<file path="src/rtl/cp_inserter_if.sv">
// AXI4-Stream sample link between OFDM pipeline stages: tdata/tvalid/tlast
// forward, tready backward. master drives data, slave drives tready.
// Ports: tdata[W], tvalid, tlast, tready.
interface cp_inserter_if #(
  parameter int W = 32
) ();
  logic [W-1:0] tdata;
  logic         tvalid;
  logic         tlast;
  logic         tready;

  modport master (
    output tdata,
    output tvalid,
    output tlast,
    input  tready
  );

  modport slave (
    input  tdata,
    input  tvalid,
    input  tlast,
    output tready
  );
endinterface

</file>
<file path="src/rtl/cp_inserter.sv">
// Purpose: buffers one N-sample IFFT symbol, then emits its last CP samples followed by the whole symbol.
// Latency: first CP sample is valid 1 cycle after the final input handshake; CP+N beats back-to-back at tready=1.
// Backpressure: output held stable while m tready=0; s tready=0 for the whole emission (no overlap).
//
// Ports:
//   aclk, aresetn      clock, asynchronous active-low reset
//   s_axis_data        slave stream from the IFFT (tdata/tvalid/tlast/tready)
//   m_axis_data        master stream toward the DAC path
//   frame_err          one-cycle pulse when tlast disagrees with the N-sample length
//   symbol_count       completed output symbols, wraps at 16 bits
module cp_inserter #(
  parameter int N  = 16,
  parameter int CP = 8,
  parameter int W  = 32
) (
  input  logic          aclk,
  input  logic          aresetn,
  cp_inserter_if.slave  s_axis_data,
  cp_inserter_if.master m_axis_data,
  output logic          frame_err,
  output logic [15:0]   symbol_count
);

  localparam int IW = $clog2(N);
  localparam logic [IW-1:0] LAST_IDX = IW'(N - 1);
  localparam logic [IW-1:0] CP_START = IW'(N - CP);
  localparam logic [IW-1:0] ZERO_IDX = '0;

  typedef enum logic [1:0] {
    COLLECT,
    EMIT_CP,
    EMIT_BODY
  } state_t;

  state_t         state;
  logic [W-1:0]   sym_buf [N];
  logic [IW-1:0]  wr_idx;
  logic [IW-1:0]  rd_idx;
  logic [IW-1:0]  rd_next;
  logic           s_rdy_q;
  logic           m_vld_q;
  logic           m_last_q;
  logic [W-1:0]   m_dat_q;
  logic           s_hs;
  logic           m_hs;
  logic           wr_last;
  logic           rd_last;
  logic [W-1:0]   cp_first_dat;

  assign s_axis_data.tready = s_rdy_q;
  assign m_axis_data.tvalid = m_vld_q;
  assign m_axis_data.tlast  = m_last_q;
  assign m_axis_data.tdata  = m_dat_q;

  assign s_hs    = s_axis_data.tvalid & s_rdy_q;
  assign m_hs    = m_vld_q & m_axis_data.tready;
  assign wr_last = (wr_idx == LAST_IDX);
  assign rd_last = (rd_idx == LAST_IDX);
  assign rd_next = rd_idx + IW'(1);

  // The first CP sample is loaded on the same edge that writes the final
  // input sample. With CP=1 that sample is the one being written, so it is
  // forwarded straight from the input instead of read from the buffer.
  assign cp_first_dat = (CP_START == LAST_IDX) ? s_axis_data.tdata : sym_buf[CP_START];

  // Symbol storage; contents are don't-care after reset, so no reset here.
  always_ff @(posedge aclk) begin
    if (s_hs) begin
      sym_buf[wr_idx] <= s_axis_data.tdata;
    end
  end

  // Control FSM. State names describe what the output register currently
  // holds: each output handshake loads the next sample, so the stream stays
  // gapless while tready is high and frozen while it is low.
  always_ff @(posedge aclk or negedge aresetn) begin
    if (!aresetn) begin
      state        <= COLLECT;
      wr_idx       <= '0;
      rd_idx       <= '0;
      s_rdy_q      <= 1'b0;
      m_vld_q      <= 1'b0;
      m_last_q     <= 1'b0;
      m_dat_q      <= '0;
      frame_err    <= 1'b0;
      symbol_count <= '0;
    end else begin
      frame_err <= 1'b0;
      case (state)
        COLLECT: begin
          s_rdy_q <= 1'b1;
          if (s_hs) begin
            if (wr_last) begin
              // Length wins: a full symbol is emitted even without tlast.
              wr_idx    <= '0;
              rd_idx    <= CP_START;
              state     <= EMIT_CP;
              s_rdy_q   <= 1'b0;
              m_vld_q   <= 1'b1;
              m_last_q  <= 1'b0;
              m_dat_q   <= cp_first_dat;
              frame_err <= ~s_axis_data.tlast;
            end else if (s_axis_data.tlast) begin
              // Short frame: drop it and start over.
              wr_idx    <= '0;
              frame_err <= 1'b1;
            end else begin
              wr_idx <= wr_idx + IW'(1);
            end
          end
        end

        EMIT_CP: begin
          if (m_hs) begin
            if (rd_last) begin
              state   <= EMIT_BODY;
              rd_idx  <= ZERO_IDX;
              m_dat_q <= sym_buf[ZERO_IDX];
            end else begin
              rd_idx  <= rd_next;
              m_dat_q <= sym_buf[rd_next];
            end
          end
        end

        EMIT_BODY: begin
          if (m_hs) begin
            if (rd_last) begin
              state        <= COLLECT;
              rd_idx       <= '0;
              m_vld_q      <= 1'b0;
              m_last_q     <= 1'b0;
              s_rdy_q      <= 1'b1;
              symbol_count <= symbol_count + 16'd1;
            end else begin
              rd_idx   <= rd_next;
              m_dat_q  <= sym_buf[rd_next];
              m_last_q <= (rd_next == LAST_IDX);
            end
          end
        end

        default: begin
          state <= COLLECT;
        end
      endcase
    end
  end

endmodule

</file>
<file path="src/flat_wrapper.sv">
// flat-port wrapper written by rule: the top's interface ports become plain ports
module cp_inserter_flat 
#(
  parameter int N  = 16,
  parameter int CP = 8,
  parameter int W  = 32
)
  (aclk, aresetn, frame_err, symbol_count, s_axis_data_tdata, s_axis_data_tvalid, s_axis_data_tlast, s_axis_data_tready, m_axis_data_tdata, m_axis_data_tvalid, m_axis_data_tlast, m_axis_data_tready);
  cp_inserter_if #(.W(W)) s_axis_data_i ();
  cp_inserter_if #(.W(W)) m_axis_data_i ();
  input  logic aclk;
  input  logic aresetn;
  output logic frame_err;
  output logic [15:0] symbol_count;
  input wire logic [$bits(s_axis_data_i.tdata)-1:0] s_axis_data_tdata;
  input wire logic [$bits(s_axis_data_i.tvalid)-1:0] s_axis_data_tvalid;
  input wire logic [$bits(s_axis_data_i.tlast)-1:0] s_axis_data_tlast;
  output wire logic [$bits(s_axis_data_i.tready)-1:0] s_axis_data_tready;
  output wire logic [$bits(m_axis_data_i.tdata)-1:0] m_axis_data_tdata;
  output wire logic [$bits(m_axis_data_i.tvalid)-1:0] m_axis_data_tvalid;
  output wire logic [$bits(m_axis_data_i.tlast)-1:0] m_axis_data_tlast;
  input wire logic [$bits(m_axis_data_i.tready)-1:0] m_axis_data_tready;
  assign s_axis_data_i.tdata = s_axis_data_tdata;
  assign s_axis_data_i.tvalid = s_axis_data_tvalid;
  assign s_axis_data_i.tlast = s_axis_data_tlast;
  assign s_axis_data_tready = s_axis_data_i.tready;
  assign m_axis_data_tdata = m_axis_data_i.tdata;
  assign m_axis_data_tvalid = m_axis_data_i.tvalid;
  assign m_axis_data_tlast = m_axis_data_i.tlast;
  assign m_axis_data_i.tready = m_axis_data_tready;
  cp_inserter #(.N(N), .CP(CP), .W(W)) u_core (.aclk(aclk), .aresetn(aresetn), .s_axis_data(s_axis_data_i), .m_axis_data(m_axis_data_i), .frame_err(frame_err), .symbol_count(symbol_count));
endmodule
</file>
<file path="config.mk">
export PLATFORM = sky130hd
export DESIGN_NAME = cp_inserter_flat
export DESIGN_NICKNAME = d
export VERILOG_FILES = /design/src/rtl/cp_inserter_if.sv /design/src/rtl/cp_inserter.sv /design/src/flat_wrapper.sv
export SDC_FILE = /design/constraint.sdc
export NUM_CORES = 1
export LEC_CHECK = 0
export BUFFER_PORTS_ARGS = -buffer_cell sky130_fd_sc_hd__buf_2
export CELL_PAD_IN_SITES_DETAIL_PLACEMENT = 0
export CELL_PAD_IN_SITES_GLOBAL_PLACEMENT = 2
export CORE_AREA = 10 10 252 254
export DETAILED_ROUTE_END_ITERATION = 8
export DIE_AREA = 0 0 262 264
export PLACE_DENSITY_LB_ADDON = 0.1
export SETUP_SLACK_MARGIN = 0.02
export SKIP_CTS_REPAIR_TIMING = 1
export SLEW_MARGIN = 5
export SYNTH_ARGS = -nofsm -noshare
export SYNTH_HDL_FRONTEND = slang
export SYNTH_SLANG_ARGS = --single-unit
</file>
<file path="constraint.sdc">
create_clock -name aclk -period 3.7 [get_ports aclk]
set_input_delay 0 -clock aclk [delete_from_list [all_inputs] [get_ports aclk]]
set_output_delay 0 -clock aclk [all_outputs]
set_load 0.005 [all_outputs]
</file>
# [Word level (Yosys, flattened, before mapping)]
# Memory sizes are Yosys's and may differ from the RTL's.
# Cells that the tools add are included.
[word_totals] ff_bits=62 mem_bits_rw=512 memories=1 word_cells=84 inputBits=37 output_inout_bits=52
[mem_list] memory="u_core.sym_buf" words=16 width=32 rd=3 rd_clocked_by_memory_dff=0 wr=1 line="cp_inserter.sv:36" rtl="logic [W-1:0] sym_buf [N];"
[op_classes] reduce_logical=13 mux=42 add_sub_neg=3 eq_ne=13 n_bitwise=3
[ops] operator="$mux W32" count=6
[ops] operator="$pmux W32 S3" count=1
[ops] operator="$mux W4" count=6
[ops] operator="$mux W1" count=18
[ops] operator="$add A16 B1 Y16 const B" count=1
[ops] operator="$ne A2 B1 Y1 const B" count=7
[ops] operator="$eq A4 B4 Y1 const B" count=3
[ops] operator="$mux W2" count=6
[ops] operator="$reduce_and A6 Y1" count=2
[ops] operator="$add A4 B1 Y4 const B" count=2
[ops] operator="$pmux W4 S2" count=1
[ops] operator="$reduce_and A4 Y1" count=2
[ops] operator="$pmux W1 S2" count=3
[ops] operator="$pmux W2 S3" count=1
[ops] operator="$reduce_and A3 Y1" count=2
[ops] operator="$reduce_and A5 Y1" count=1
[ops] operator="$reduce_bool A2 Y1" count=2
[ops] operator="$reduce_bool A3 Y1" count=1
[ops] operator="$and A1 B1 Y1" count=2
[ops] operator="$eq A2 B1 Y1 const B" count=1
[ops] operator="$eq A2 B2 Y1 const B" count=1
[ops] operator="$logic_not A2 Y1" count=1
[ops] operator="$ne A2 B2 Y1 const B" count=1
[ops] operator="$reduce_and A2 Y1" count=1
[ops] operator="other kinds (2)" count=2

# [Longest topological paths before layout]
# Gate-level depths: netlist of run 1.
[logic_depth] ltp_word=5 depth_mapped=12

# [Least setup slack after synthesis of run 1]
# No wires, ideal clock.
[synth_path] path_type="register to register" start="register u_core.wr_idx[1]" end="memory u_core.sym_buf[1][0] (enable)" n_path_buf=0 required_time_ns=3.232 arrival_time_ns=3.180 stages_incl_launch_ff=5 synth_period_minus_slack_ns=3.648 path_slack_ns=0.052 path_cell_list="dfrtp_1 inv_1 ha_1 and3_1 nor3b_1"
[synth_lines] element="start, declared" line="cp_inserter.sv:37" rtl="logic [IW-1:0] wr_idx;"
[synth_lines] element="start signal, assigned" line="cp_inserter.sv:108" rtl="wr_idx <= wr_idx + IW'(1);"
[synth_lines] element="end, declared" line="cp_inserter.sv:36"
# No word-level cell before the write port.

# [Final worst setup path of run 1]
[layout_path] start="register u_core.rd_idx[0]" end="register u_core.m_dat_q[8] (netlist: u_core.m_axis_data.tdata[8])"
[layout_between] elab_chain_len=5 word_cells_on_any_way=10 cone_classes="add/sub: 1; eq/ne: 2; mux: 5; reduce/logical: 1; memory: 1"
[layout_lines] element="start, declared" line="cp_inserter.sv:38" rtl="logic [IW-1:0] rd_idx;"
[layout_lines] element="start signal, assigned" line="cp_inserter.sv:120" rtl="rd_idx <= rd_next;"
[layout_lines] element="start signal, assigned" line="cp_inserter.sv:136" rtl="rd_idx <= rd_next;"
[layout_lines] element="$add A4 B1 Y4" line="cp_inserter.sv:59" rtl="assign rd_next = rd_idx + IW'(1);"
[layout_lines] element="$mem_v2 Z16 W32"
[layout_lines] element="$mux W32 (on tied branches)" line="cp_inserter.sv:128, cp_inserter.sv:115"
[layout_lines] element="$mux W32 (on tied branches)" line="cp_inserter.sv:127, cp_inserter.sv:114"
[layout_lines] element="$pmux W32 S3" line="cp_inserter.sv:89" rtl="case (state)"
[layout_lines] element="end signal, assigned" line="cp_inserter.sv:101" rtl="m_dat_q <= cp_first_dat;"
[layout_lines] element="end signal, assigned" line="cp_inserter.sv:121" rtl="m_dat_q <= sym_buf[rd_next];"
[layout_lines] element="end signal, assigned" line="cp_inserter.sv:137" rtl="m_dat_q <= sym_buf[rd_next];"
[layout_lines] element="end, declared" line="cp_inserter.sv:43" rtl="logic [W-1:0] m_dat_q;"
# Parallel ways exist; a longest one is shown, timed or not. The select of a mux whose other input is x is not followed.
# A chain may end at the register's enable or synchronous reset.

==> impl_metrics.tcl, run 1 <==
set metrics [dict create \
    synth_compound_area_frac 0.0531 \
    nets 1435 \
    use_met1 0.237 \
    finClkSkew_ns 0.0192 \
    synth_common_cells "edfxtp_1, mux4_2, a21oi_1" \
    synth_area_sq_um 23200 \
    first_pass_iters 5 \
    synth.area.top_cells "edfxtp_1, mux4_2, dfrtp_1" \
    clk_pin_slew_worst_paths_ns 0.06 \
    grt_busiest_layer "met2" \
    r2r_start "u_core.rd_idx[0]" \
    placed_area_sq_um 24800 \
    power_frac_comb 0.054 \
    area_growth_pct 17.6 \
    r2r_end "u_core.m_axis_data.tdata[8]" \
    muxShareOfSynthArea 0.154 \
    synth_xor_area_frac 0.00680 \
    place_hpwl_microns 32900 \
    setup-tns-final_ns 0 \
    drtAntennaViolNets 0 \
    min_period_ns 2.82 \
    postLayoutCellArea_sq_um 27300 \
    setup_viol 0 \
    drt_iter0_markers 1039 \
    synthCells 1228 \
    grt_pass1_vias 13100 \
    status "completed" \
    critPathKind "flip-flop to flip-flop" \
    seqPwrFrac 0.511 \
    max_freq_mhz 355 \
    rrSetupSlack_ns 0.88 \
    cts_buffers 66 \
    yosys_warnings 0 \
    synth-simple-area-share 0.0309 \
    synthFlopType "edfxtp_1" \
    p_int_mw 11.5 \
    drc 0 \
    syn-num-nets 1277 \
    met2_usage 0.301 \
    post-route-util 0.466 \
    wl_per_cell_microns 28.0 \
    seq_area_frac_synth 0.730 \
    io_pins 89 \
    crit_end "u_core.m_axis_data.tdata[8]" \
    wirelength_microns 61800 \
    whs_ns 0.0425 \
    switching_share 0.218 \
    fin_ws_ns 0.885 \
    insertedDiodeCount 0 \
    hold_viol 0 \
    power_mw 14.7 \
    vias_per_cell 5.60 \
    netlist.area_leader.share 0.663 \
    gp_congestion 0.718 \
    synth-adder-area-share 0.00647 \
    synth-seq-cells 574 \
    clock-sinks 574 \
    clock_latency_ns 0.59 \
    drv_cap 0 \
    synthArstFlopShare 0.108 \
    p_leak_nw 9.05 \
    cp-end-kind "flip-flop" \
    cts-root-buf "clkbuf_16" \
    critPathArrivalTime_ns 3.28 \
    antenna_found_initial 0 \
    use_met3 0.0334 \
    path_cells "buf_4, nand3_1, xnor2_2, buf_4, mux2i_1, nand3_1, a32o_1" \
    core_area_sq_um 58500 \
    worst_path_max_delay_cell "buf_4" \
    synth_most_common_cell "edfxtp_1" \
    p_clk_frac 0.434 \
    vias 12400 \
    finalNonFillerCells 2207 \
    placedCellCount 2055 \
    layout-drive-gt1-share 0.266 \
    p_sw_mw 3.20 \
    final_max_slew_viol_count 0 \
    cts_tree "built" \
    die_w_microns 262 \
    start_util 0.397 \
    overflow 0 \
    synth_top_family_by_area "multiplexers" \
    ir_worst_vdd_mv 0.330 \
    powerDensity_nw_per_um2 539 \
    grt_max_degree 97 \
    row_count 89 \
    grt.total_usage 0.180 \
    place_ws_ns 0.829 \
    synth_edf_count 512 \
    synthDistinctLibCells 42 \
    worstPathRequired_ns 4.17 \
    relSlewSlack 0.404 \
    critPathLaunch "u_core.rd_idx[0]" \
    min_path_type "input pin to asynchronous set/reset pin" \
    yosysTopAreaCell "edfxtp_1" \
    grt_pass1_wl_microns 90900 \
    rr_worst_depth 7 \
    avgSynthCellArea_sq_um 18.9 \
    h-tree-depth 3 \
    fp.dieH_microns 264 \
    portBuffers 88 \
    dieArea_sq_um 69200 \
    rsz0062_at_grt "no" \
    clock_path_buffers 3 \
    timing.final.crit_share 0.761 \
    tightestPinTransition_ns 0.894 \
    cp_slowest_stage_delay_ns 0.60 \
    start_kind "flip-flop" \
    critPathMaxFanout 36 \
]
==> power groups by stage <==
| stage | Sequential (mW) | Clock (mW) | Combinational (mW) |
|---|---|---|---|
| 2_1_floorplan | 7.59 | 0 | 0.375 |
| 3_3_place_gp | 7.64 | 0 | 0.780 |
| 3_5_place_dp | 7.65 | 0 | 0.788 |
| 4_1_cts | 7.51 | 6.56 | 0.790 |
| 5_1_grt | 7.54 | 6.84 | 0.872 |
| 6_report | 7.51 | 6.38 | 0.800 |
==> layout by cell type (no fill, tap or decap), types with 5 or more instances in the layout <==
cell             n
edfxtp_1       512
mux4_2         128
buf_2           87
clkbuf_16       71
a21oi_1         69
mux2i_1         66
dfrtp_1         61
nand3_1         47
nor2_1          44
o21ai_0         42
buf_4           38
dlygate4sd3_1   36
a221oi_1        31
a32o_1          31
nand2_1         23
clkbuf_1        21
xnor2_1         11
inv_1            9
ha_1             9
nor2_4           8
buf_12           8
clkbuf_8         7
and3_1           6
clkinv_2         6
xor2_1           5
clkinv_1         5
==> critical path: cells and delay by family (launching register included) <==
family / cells / cell delay, ns
buf+inv: 2 / 1.10
flops: 1 / 0.44
simple gates: 2 / 0.34
mux: 1 / 0.29
xor+xnor: 1 / 0.26
compound gates: 1 / 0.25
==> kinds of logic after synthesis <==
group                    after synthesis
AND/OR/NAND/NOR                      153
flip-flops                           574
multiplexers                         196
XOR/XNOR                              18
adder cells (fa/ha/maj)               12
buffers and inverters                 90
AO/OA/AOI/OAI                        185
==> layer usage <==
metal,wire (microns),share of wire,vias to the layer above
met5,0,0,-
met4,1080,0.017,0
met3,2870,0.046,75
met2,31200,0.50,328
met1,26700,0.43,6592
li1,-,-,5370
==> worst min-delay path by stage <==
stage / startpoint / slack (ns) / endpoint
after global placement: aresetn / 0.12 / u_core.wr_idx[1]
after CTS: aresetn / -0.50 / u_core.symbol_count[4]
after floorplan: aresetn / -0.30 / u_core.frame_err
after global routing: aresetn / 0.09 / u_core.symbol_count[6]
final: aresetn / 0.04 / u_core.m_axis_data.tdata[14]
after detailed placement: aresetn / 0.12 / u_core.wr_idx[1]
==> registers in the layout (all words and copies together) (netlist names) <==
name and count:
u_core.frame_err 1, u_core.m_axis_data.tdata 32, u_core.m_axis_data.tlast 1, u_core.m_axis_data.tvalid 1
u_core.rd_idx 4, u_core.s_axis_data.tready 1, u_core.state 2, u_core.sym_buf 512
u_core.symbol_count 16, u_core.wr_idx 4
==> final cells by class <==
type / instances / area (sq um)
clock buffers: 99 / 1950
clock inverters: 17 / 164
fillers: 4957 / 31200
inverters: 11 / 41.3
multi-input cells: 564 / 5980
flip-flops and latches: 574 / 16900
well taps: 773 / 967
repair buffers: 169 / 1240
Note: power is estimated with default switching activity, not from simulation.
==> run 2: changes to the inputs <==
- ABC_AREA: default -> 1
- CORE_AREA: 10 10 252 254 -> 10 10 262 264
- DIE_AREA: 0 0 262 264 -> 0 0 272 274
- clock period: 3.7 -> 2.6 ns (I/O delays scaled with it)
==> impl_metrics.tcl, run 2 <==
set metrics [dict create \
    critPathArrivalTime_ns 2.84 \
    area_growth_pct 17.0 \
    core_area_sq_um 63600 \
    synth-seq-cells 574 \
    synth_edf_count 512 \
    gp_congestion 0.750 \
    antenna_found_initial 0 \
    drc 0 \
    max_freq_mhz 429 \
    synthArstFlopShare 0.108 \
    critPathMaxFanout 32 \
    synth.area.top_cells "edfxtp_1, nand2_1, nand3_1" \
    io_pins 89 \
    status "completed" \
    cts_buffers 68 \
    synthCells 2488 \
    setup-tns-final_ns 0 \
    hold_viol 0 \
    dieArea_sq_um 74500 \
    tightestPinTransition_ns 1.01 \
    drtAntennaViolNets 0 \
    row_count 93 \
    syn-num-nets 2537 \
    synth_area_sq_um 25200 \
    layout-drive-gt1-share 0.102 \
    netlist.area_leader.share 0.610 \
    grt.total_usage 0.204 \
    portBuffers 88 \
    wirelength_microns 76300 \
    seq_area_frac_synth 0.672 \
    fin_ws_ns 0.269 \
    worst_path_max_delay_cell "inv_2" \
    cts_tree "built" \
    power_mw 19.3 \
    timing.final.crit_share 0.897 \
    overflow 0 \
    vias_per_cell 5.03 \
    layout_common_cells "nand2_1, edfxtp_1, nand3_1, inv_1, a21oi_1" \
    regMostFlops "u_core.sym_buf" \
    worstPathRequired_ns 3.11 \
    place_hpwl_microns 37600 \
    yosysTopAreaCell "edfxtp_1" \
    clock-sinks 574 \
    insertedDiodeCount 0 \
    nets 2650 \
    start_util 0.396 \
    setup_viol 0 \
    grt_max_degree 161 \
    p_leak_nw 12.4 \
    synth_xor_area_frac 0.00685 \
    synth-adder-area-share 0.00596 \
    fp.dieH_microns 274 \
    start_kind "flip-flop" \
    synth-simple-area-share 0.218 \
    crit_family "buffers and inverters" \
    min_period_ns 2.33 \
    largest_register_ffs 512 \
    mostFrequentLayoutCell "nand2_1" \
    cp_slowest_stage_delay_ns 0.72 \
    critPathKind "flip-flop to flip-flop" \
    muxShareOfSynthArea 0 \
    ir_worst_vdd_mv 0.513 \
    drt_iter0_markers 1263 \
    clock_path_buffers 3 \
    clk_pin_slew_worst_paths_ns 0.06 \
    powerDensity_nw_per_um2 656 \
    min_path_type "input pin to asynchronous set/reset pin" \
    post-route-util 0.463 \
    yosys_warnings 0 \
    rsz0062_at_grt "no" \
    place_ws_ns 0.248 \
    finClkSkew_ns 0.0242 \
    path_cells "ha_1, nand2_1, nor2_4, nand2_2, nand2_1, nor2_4, inv_2, a21oi_1, a21oi_1" \
    synth_compound_area_frac 0.0305 \
    synthFlopType "edfxtp_1" \
    cp-end-kind "flip-flop" \
    grt_pass1_wl_microns 114000 \
    drv_cap 0 \
    die_w_microns 272 \
    wl_per_cell_microns 21.8 \
    clock_latency_ns 0.61 \
    worst-path-buf-inv 1 \
    synthDistinctLibCells 33 \
    synth_most_common_cell "nand2_1" \
    synth_common_cells "nand2_1, edfxtp_1, nand3_1" \
    first_pass_iters 5 \
    synth_top_family_by_area "simple AND/OR/NAND/NOR gates" \
    relSlewSlack 0.324 \
    h-tree-depth 3 \
    final_max_slew_viol_count 0 \
    grt_pass1_vias 17200 \
    avgSynthCellArea_sq_um 10.1 \
    vias 17600 \
    cts-root-buf "clkbuf_16" \
]
==> run 2: logic make-up (layout without fill, tap and decap cells) <==
logic type | Yosys count | after routing
XOR/XNOR | 18 | 18
AO/OA/AOI/OAI | 150 | 150
buffers and inverters | 426 | 591
adder cells (fa/ha/maj) | 12 | 12
AND/OR/NAND/NOR | 1308 | 1308
flip-flops | 574 | 574
==> run 2: worst paths after layout <==
path                                         start                           end  slack (ns)  cells after the start
max                               u_core.rd_idx[0]  u_core.m_axis_data.tdata[20]        0.27                      9
min                                        aresetn        u_core.symbol_count[0]        0.02                      2
max reg2reg                       u_core.rd_idx[0]  u_core.m_axis_data.tdata[20]        0.27                      9
min reg2reg                u_core.symbol_count[15]       u_core.symbol_count[15]        0.50                      1
max in group asynchronous                  aresetn  u_core.m_axis_data.tdata[23]        1.77                      3
min in group aclk               m_axis_data_tready        u_core.symbol_count[1]        0.03                      5
==> run 2: final cells by class <==
class | count | area (sq um)
Timing Repair Buffer | 177 | 1540
Fill cell | 5951 | 34200
Sequential cell | 574 | 16900
Clock buffer | 94 | 1860
Clock inverter | 28 | 206
Inverter | 292 | 1110
Multi-Input combinational cell | 1488 | 6760
Tap cell | 855 | 1070
==> run 2: where the power goes <==
group | switching, mW | total (mW) | internal, mW | leakage, nW
registers | 0.00634 | 10.1 | 10.1 | 5.44
clock network | 3.72 | 8.93 | 5.21 | 1.01
logic | 0.222 | 0.320 | 0.0979 | 5.95
total | 3.95 | 19.3 | 15.4 | 12.4
==> run 2: per-stage QoR <==
| step | hold WS, ns | area, sq um | cells |
|---|---|---|---|
| detailed placement | 0.130 | 27000 | 3350 |
| floorplan | -0.296 | 25200 | 2488 |
| finish | 0.0238 | 29500 | 3508 |
| global route | 0.0212 | 29500 | 3508 |
| global placement | 0.119 | 27000 | 3350 |
| CTS | -0.514 | 29100 | 3472 |
==> run 2: layer usage <==
layer | part of all wire | vias up | GRT usage
li1 | - | 8439 | -
met1 | 0.45 | 8689 | 0.269
met2 | 0.49 | 417 | 0.350
met3 | 0.047 | 96 | 0.0308
met4 | 0.019 | 0 | 0.0506
met5 | 0 | - | 0
==> run 3: changes to the inputs <==
- CTS_BUF_LIST: default -> sky130_fd_sc_hd__clkbuf_8
==> impl_metrics.tcl, run 3 (synthesis results as in run 2) <==
set metrics [dict create \
    grt_max_degree 161 \
    critPathKind "flip-flop to flip-flop" \
    cts_buffers 101 \
    grt.total_usage 0.206 \
    clock-sinks 574 \
    nets 2686 \
    clock_path_buffers 3 \
    regArea_sq_um 16900 \
    clk_pin_slew_worst_paths_ns 0.07 \
    drv_cap 0 \
    ir_worst_vdd_mv 0.401 \
    fillers 5993 \
    row_count 93 \
    grt_pass1_wl_microns 115000 \
    cts-root-buf "clkbuf_8" \
    largest_register_ffs 512 \
    dieArea_sq_um 74500 \
    setup-tns-final_ns 0 \
    critPathMaxFanout 32 \
    finalNonFillerCells 3583 \
    fp.dieH_microns 274 \
    layout-drive-gt1-share 0.117 \
    hold_viol 0 \
    layout_common_cells "nand2_1, edfxtp_1, nand3_1, inv_1, clkbuf_8" \
    h-tree-depth 3 \
    status "completed" \
    grt_pass1_vias 17600 \
    cp-end-kind "flip-flop" \
    min_period_ns 2.34 \
    worstPathRequired_ns 3.24 \
    timing.final.crit_share 0.899 \
    die_w_microns 272 \
    multi_input_area_sq_um 6760 \
    regMostFlops "u_core.sym_buf" \
    start_util 0.396 \
    p_leak_nw 12.6 \
    critPathArrivalTime_ns 2.98 \
    clock_latency_ns 0.73 \
    drc 0 \
    rsz0062_at_grt "no" \
    area_growth_pct 17.2 \
    finClkSkew_ns 0.0313 \
    place_hpwl_microns 37600 \
    final_max_slew_viol_count 0 \
    first_pass_iters 5 \
    antenna_found_initial 3 \
    core_area_sq_um 63600 \
    overflow 0 \
    powerDensity_nw_per_um2 640 \
    wl_per_cell_microns 21.6 \
    vias 17900 \
    portBuffers 88 \
    placedCellCount 3350 \
    tightestPinTransition_ns 0.997 \
    min_path_type "input pin to flip-flop" \
    max_freq_mhz 428 \
    drt_iter0_markers 1296 \
    vias_per_cell 4.99 \
    mostFrequentLayoutCell "nand2_1" \
    gp_congestion 0.750 \
    io_pins 89 \
    relSlewSlack 0.334 \
    setup_viol 0 \
    cts_tree "built" \
    wirelength_microns 77300 \
    start_kind "flip-flop" \
    drtAntennaViolNets 0 \
]
## run 3: cell count changes in the layout (fill, tap and decap cells not counted), moves of 2 or more
| cell | previous run | this run |
|---|---|---|
| bufinv_16 | 2 | 6 |
| clkbuf_8 | 4 | 111 |
| clkinvlp_4 | 0 | 2 |
| clkinv_2 | 7 | 10 |
| clkbuf_16 | 69 | 0 |
| clkinv_1 | 15 | 20 |
| clkbuf_1 | 21 | 0 |
| inv_1 | 284 | 319 |
| diode_2 | 0 | 4 |
| dlygate4sd3_1 | 36 | 38 |
## run 3: metal layers
metal | wire [microns] | up-vias | global-route usage
li1 | - | 8540 | -
met5 | 0 | - | 0
met3 | 4150 | 102 | 0.0341
met2 | 37700 | 463 | 0.351
met1 | 33900 | 8765 | 0.268
met4 | 1550 | 0 | 0.0577
## run 3: layout make-up
cell class	instances	area share
Tap cell	855	0.0362
Clock buffer	111	0.0517
Clock inverter	79	0.0181
Timing Repair Buffer	180	0.0537
Antenna cell	4	0.000339
Multi-Input combinational cell	1488	0.229
Inverter	292	0.0375
Sequential cell	574	0.573
## run 3: worst max-delay path, stage by stage, from the launching register on
cell	delay, ns
dfrtp_4	0.49
ha_1	0.19
nand2_1	0.09
nor2_4	0.15
nand2_2	0.11
nand2_1	0.13
nor2_4	0.05
inv_2	0.71
a21oi_1	0.11
a21oi_1	0.21
## run 3: metrics by stage
stage               hold slack (ns)  power (mW)  utilization  worst slack [ns]  area, sq um
floorplan                    -0.296        10.4            -            0.0881        25200
CTS                          -0.654        19.1        0.457             0.225        29100
global route                  0.175        19.6        0.464            0.0362        29500
detailed placement            0.130        10.6        0.425             0.248        27000
finish                        0.176        18.9        0.464             0.263        29500
global placement              0.119        10.5        0.425             0.282        27000
## run 3: where the power goes
| part | switching, mW | internal, mW | total [mW] | leakage [nW] |
|---|---|---|---|---|
| Combinational | 0.226 | 0.104 | 0.331 | 5.97 |
| Clock | 3.93 | 4.56 | 8.49 | 1.18 |
| Sequential | 0.00636 | 10.1 | 10.1 | 5.44 |
## run 3: path summary, 6_finish.rpt
path	from	to	slack, ns	depth (start not counted)
max	u_core.rd_idx[0]	u_core.m_axis_data.tdata[1]	0.26	9
min	s_axis_data_tlast	u_core.wr_idx[2]	0.18	5
max reg2reg	u_core.rd_idx[0]	u_core.m_axis_data.tdata[1]	0.26	9
min reg2reg	u_core.symbol_count[15]	u_core.symbol_count[15]	0.49	1
max in group asynchronous	aresetn	u_core.rd_idx[0]	1.80	4
min in group asynchronous	aresetn	u_core.frame_err	0.52	4
